[config.mk]
export PLATFORM = sky130hd
export DESIGN_NAME = voice_allocator
export DESIGN_NICKNAME = d
export VERILOG_FILES = /design/src/rtl/synth_pkg.sv /design/src/rtl/voice_victim_select.sv /design/src/rtl/voice_allocator.sv
export SDC_FILE = /design/constraint.sdc
export NUM_CORES = 1
export LEC_CHECK = 0
export CORE_AREA = 2 2 60 62
export DETAILED_ROUTE_END_ITERATION = 7
export DIE_AREA = 0 0 62 64
export PLACE_DENSITY = 0.78
export SLEW_MARGIN = 20
export SYNTH_ARGS = -nofsm -noshare
export SYNTH_HDL_FRONTEND = slang
export SYNTH_SLANG_ARGS = --single-unit
export TNS_END_PERCENT = 1
[constraint.sdc]
create_clock -name clk -period 2.3 [get_ports clk]
set_input_delay 0.345 -clock clk [delete_from_list [all_inputs] [get_ports clk]]
set_output_delay 0.345 -clock clk [all_outputs]
set_load 0.01 [all_outputs]
[src/rtl/synth_pkg.sv]
// synth_pkg: shared constants and types for the synthesizer voice allocator.
//   NUM_KEYS / NUM_VOICES : size of the key requester set and voice pool.
//   KEY_W / AGE_W / VIDX_W : note index, age counter and voice index widths.
//   voice_t                : one voice table entry {active, note, age}.
//   alloc_state_t          : allocator scan state {IDLE, SCAN}.
package synth_pkg;

  localparam int NUM_KEYS   = 13;
  localparam int NUM_VOICES = 4;
  localparam int KEY_W      = $clog2(NUM_KEYS);
  localparam int AGE_W      = $clog2(NUM_VOICES) + 1;
  localparam int VIDX_W     = $clog2(NUM_VOICES);

  localparam logic [AGE_W-1:0] AGE_MAX = '1;

  typedef struct packed {
    logic             active;
    logic [KEY_W-1:0] note;
    logic [AGE_W-1:0] age;
  } voice_t;

  typedef enum logic {
    IDLE = 1'b0,
    SCAN = 1'b1
  } alloc_state_t;

endpackage

[src/rtl/voice_victim_select.sv]
// voice_victim_select: combinational lookup over the voice table for one key.
//   voices     : in,  full voice table.
//   key        : in,  note index currently being scanned.
//   hit        : out, an active voice already holds key; hit_idx is that voice.
//   free       : out, at least one inactive voice; free_idx is the lowest one.
//   victim_idx : out, voice with the largest age, lowest index on a tie.
module voice_victim_select
  import synth_pkg::*;
(
  input  voice_t [NUM_VOICES-1:0] voices,
  input  logic   [KEY_W-1:0]      key,
  output logic                    hit,
  output logic   [VIDX_W-1:0]     hit_idx,
  output logic                    free,
  output logic   [VIDX_W-1:0]     free_idx,
  output logic   [VIDX_W-1:0]     victim_idx
);

  logic [AGE_W-1:0] best_age;

  always_comb begin
    hit        = 1'b0;
    hit_idx    = '0;
    free       = 1'b0;
    free_idx   = '0;
    victim_idx = '0;
    best_age   = voices[0].age;
    // Walk downward so the lowest matching index is the last one written.
    for (int v = NUM_VOICES - 1; v >= 0; v--) begin
      if (voices[v].active && (voices[v].note == key)) begin
        hit     = 1'b1;
        hit_idx = VIDX_W'(v);
      end
      if (!voices[v].active) begin
        free     = 1'b1;
        free_idx = VIDX_W'(v);
      end
    end
    // Strict greater-than keeps the lowest index on equal ages.
    for (int v = 1; v < NUM_VOICES; v++) begin
      if (voices[v].age > best_age) begin
        best_age   = voices[v].age;
        victim_idx = VIDX_W'(v);
      end
    end
  end

endmodule

[src/rtl/voice_allocator.sv]
// voice_allocator: shares NUM_VOICES oscillator voices among NUM_KEYS keys.
// Scans one key per clock while enabled, allocating, releasing and (optionally)
// stealing voices. Sizes come from synth_pkg.
//   clk          : in,  system clock.
//   nrst         : in,  asynchronous active-low reset.
//   en           : in,  scan enable; low parks the scanner at key 0.
//   keys         : in,  synchronised level key vector, bit k is note k.
//   voice_active : out, gate per voice.
//   voice_note   : out, note per voice, voice v at [v*KEY_W +: KEY_W].
//   voice_retrig : out, one-cycle pulse when a voice takes a new note.
//   busy         : out, high in SCAN; this is the full FSM state.
// Build option: define VOICE_STEAL_EN to let a press with a full pool steal
// the oldest voice; otherwise such a press is ignored and retried next pass.
module voice_allocator
  import synth_pkg::*;
(
  input  logic                        clk,
  input  logic                        nrst,
  input  logic                        en,
  input  logic [NUM_KEYS-1:0]         keys,
  output logic [NUM_VOICES-1:0]       voice_active,
  output logic [NUM_VOICES*KEY_W-1:0] voice_note,
  output logic [NUM_VOICES-1:0]       voice_retrig,
  output logic                        busy
);

  alloc_state_t              state;
  logic [KEY_W-1:0]          ptr;
  voice_t [NUM_VOICES-1:0]   voices;
  logic [NUM_VOICES-1:0]     retrig;

  logic                      hit;
  logic [VIDX_W-1:0]         hit_idx;
  logic                      free;
  logic [VIDX_W-1:0]         free_idx;
  logic [VIDX_W-1:0]         victim_idx;

  logic                      pressed;
  logic                      alloc_en;
  logic [VIDX_W-1:0]         alloc_idx;
  logic                      release_en;
  logic [KEY_W-1:0]          ptr_next;

  voice_victim_select u_select (
    .voices     (voices),
    .key        (ptr),
    .hit        (hit),
    .hit_idx    (hit_idx),
    .free       (free),
    .free_idx   (free_idx),
    .victim_idx (victim_idx)
  );

  always_comb begin
    pressed    = keys[ptr];
    release_en = !pressed && hit;
`ifdef VOICE_STEAL_EN
    alloc_en   = pressed && !hit;
    alloc_idx  = free ? free_idx : victim_idx;
`else
    alloc_en   = pressed && !hit && free;
    alloc_idx  = free_idx;
`endif
    ptr_next   = (ptr == KEY_W'(NUM_KEYS - 1)) ? '0 : ptr + 1'b1;
  end

  always_ff @(posedge clk or negedge nrst) begin
    if (!nrst) begin
      state  <= IDLE;
      ptr    <= '0;
      voices <= '0;
      retrig <= '0;
    end else begin
      retrig <= '0;
      case (state)
        IDLE: begin
          if (en) state <= SCAN;
        end
        SCAN: begin
          if (!en) begin
            // Voice table is held; only the scan position restarts.
            state <= IDLE;
            ptr   <= '0;
          end else begin
            ptr <= ptr_next;
            if (alloc_en) begin
              for (int v = 0; v < NUM_VOICES; v++) begin
                if (VIDX_W'(v) == alloc_idx) begin
                  voices[v] <= '{active: 1'b1, note: ptr, age: '0};
                  retrig[v] <= 1'b1;
                end else if (voices[v].active && (voices[v].age != AGE_MAX)) begin
                  voices[v].age <= voices[v].age + 1'b1;
                end
              end
            end else if (release_en) begin
              // Note and age are kept so the released voice can ring out.
              voices[hit_idx].active <= 1'b0;
            end
          end
        end
        default: state <= IDLE;
      endcase
    end
  end

  always_comb begin
    voice_active = '0;
    voice_note   = '0;
    for (int v = 0; v < NUM_VOICES; v++) begin
      voice_active[v]                 = voices[v].active;
      voice_note[v*KEY_W +: KEY_W]    = voices[v].note;
    end
    voice_retrig = retrig;
    busy         = (state == SCAN);
  end

endmodule

==> results of run 1 <==
==> stage by stage <==
| step | util (%) | instance area [um^2] | setup slack [ps] | hold slack, ps |
|---|---|---|---|---|
| 2_1_floorplan | - | 1560 | 228 | 49.4 |
| 3_3_place_gp | 62.7 | 2060 | 90.0 | 534 |
| 3_5_place_dp | 62.7 | 2060 | 1.82 | 538 |
| 4_1_cts | 64.8 | 2130 | 21.8 | 396 |
| 5_1_grt | 65.8 | 2160 | 19.4 | 407 |
| 6_report | 65.8 | 2160 | 120 | 403 |
==> cell families (layout without fill, tap and decap cells) <==
kind of cell	count (synthesis)	count (layout)
AND/OR/NAND/NOR	41	41
adder cells (fa/ha/maj)	2	2
XOR/XNOR	16	16
buffers and inverters	17	70
multiplexers	22	22
AO/OA/AOI/OAI	19	19
flip-flops	29	29
==> flip-flops by register name, indices dropped and copies added, names as in the netlist <==
register,cells
voice_retrig,4
ptr,4
busy,1
voice_note,16
voice_active,4
==> cell type report <==
class	count	area, um^2
Inverter	9	33.8
Fill cell	287	1120
Clock inverter	1	5.00
Multi-Input combinational cell	100	772
Clock buffer	7	65.1
Tap cell	46	57.6
Sequential cell	29	728
Timing Repair Buffer	53	498
==> critical path: cells and delay by family (launching register included) <==
kind                      cells  cell delay, ps
DFF                           1             480
muxes                         1             310
xor gates and xnor gates      1             160
buffers and inverters         2             290
and+or+nand+nor               3             840
==> layer usage <==
layer / global-route usage, % / routed length (um)
met5: 0 / 0
met4: 8.24 / 68
met3: 6.28 / 221
met2: 32.4 / 1810
met1: 23.6 / 1410
==> power groups by stage <==
stage               Clock [uW]  Combinational, uW  Sequential (uW)
floorplan                    0                358              721
global placement             0                650              709
detailed placement           0                675              716
CTS                        362                678              707
global route               385                754              724
finish                     350                691              708
==> placed cells by master, fill, tap and decap left out, drive strengths merged, types with 2 or more instances in the layout <==
cell            n
buf            13
xor2           13
nand3          10
dfrtp          29
a31oi           4
a21oi           2
clkdlybuf4s50  40
mux2           16
nor3            4
nand2          10
o31ai           2
o21ai           6
clkbuf          7
nor2            5
and2            2
mux2i           6
nor4            2
xnor2           3
inv             9
ha              2
nand4           2
==> final timing paths <==
path | slack [ps] | startpoint | end | depth (start not counted)
max reg2reg | 120 | ptr[2] | voice_note[3] | 7
min | 400 | nrst | voice_note[14] | 2
min reg2reg | 550 | voice_note[7] | voice_note[7] | 1
max in group asynchronous | 1620 | nrst | ptr[0] | 2
min in group clk | 550 | voice_note[7] | voice_note[7] | 1
max | 120 | ptr[2] | voice_note[3] | 7
==> what timing repair did <==
item,in CTS,in global routing
buffers inserted,0,1
pin swaps,0,1
setup endpoints to repair,6,16
resized for setup,1,5
==> metrics, run 1 <==
max frequency roughly 460 MHz; leakage power 0.00103 uW; Slowest cell on crit path dfrtp_1; area share of the largest cell type after synthesis 46.5%; Mapped Area approximately 0.0016 mm^2; Tmin final roughly 2200 ps; startpoint types flop; skew final about 12 ps; drt first pass iters 4; xor/xnor share of the synthesized area 8.99%; Synth async-reset ratio 100%; Nets 216; Seq/Total Area, Yosys 46.5%; Post-Syn Area per Cell 10.7 um^2; critical path endpoint category flop; top cells by count, synth dfrtp_1 (29), mux2_2 (16), xor2_1 (13); Die H 64 um; Synth area leaders dfrtp_1 (47%), mux2_2 (12%), xor2_1 (7.3%); clock share of power 20.0%; Port Buffer Count 40; Compound-Gate Fraction of Synth Area between 7 and 8%; Ant. Diodes 0; wire length per cell about 14 um; WP data arrival 2400 ps; first-pass GRT wire length roughly 5700 um; Vias 1,292; placer congestion estimate 0.839; area grow syn2layout 38.5%; Synth Flop Type dfrtp_1; number of remaining DRC errors 0; CTS Hold Bufs 0; Placeable Area ~0.0033 mm^2; crit path cell chain buf_4 -> xor2_1 -> nor4_2 -> and2_1 -> inv_1 -> and4b_1 -> mux2_2; Boundary Pins 41; DR vias/cell ~5.3; crit path max fanout 6; total power between 1500 and 2000 uW; fraction of synthesized area in multiplexers 15.4%; Worst-path clk slew 90 ps; adder-cell share of the synthesized area 1.61%; largest net degree at the start of global routing 30; latest clock arrival within the worst-skew pair between 300 and 400 ps; initial antenna violation count 0; starting density of the core a little under half; CTS tree yes; Post-Syn Nets 164; leading area contributor after synthesis dfrtp_1; RSZ-0062 raised after global routing false; Fin. Hold Viols 0; die width 62 um; Post-Place Cells 236; simple-gate portion of the synthesized area 14.4%; library cells used by synthesis 32; final slew viol count 0; Worst VDD drop between 0.3 and 0.4 mV; GR Overflow Total 0; max incr delay on CP ~480 ps; non-filler cells, final 245; Switching Fraction 34.5%; most common cell in the netlist dfrtp_1; final wirelength 3510 um; Cells after Synth around 150; Tot GR Track Use 19.9%; PwrDens 810 mW/mm^2; EDFF count, synth 0; Synth Register Bits 29; vias in the first global route approximately 1,200; combinational fraction of design power 39.5%; Pint 1150 uW; number of buffers created by CTS 5; Setup TNS 0 ps; DRT antenna net count 0; status finished clean; clock sink count 29; max capacitance violation total 0; worst min path class in2async; H-tree levels 2; period utilisation layout 94.8%; CP required 2520 ps; Max clock buf depth 2; Setup violations, final 0; CP Class reg2reg; die area slightly below 0.004 mm^2; share of layout cells above drive strength 1 22.6%; Cell Rows 21; CTS Root Cell clkbuf_4; Iter 0 DRT Violations 54; Ys Warns 0; largest family of logic cells by synthesized area multiplexers; Worst-Margin Slew approximately 360 ps; Slew HR around 76%; net switching power a little over 600 uW; sequential power share roughly two fifths
Note: power is estimated with default switching activity, not from simulation.
==> run 2, diff against run 1 <==
TNS_END_PERCENT = 20   (was 1)
==> results of run 2 <==
No change in the layout: final DEF, timing and power equal those of run 1.
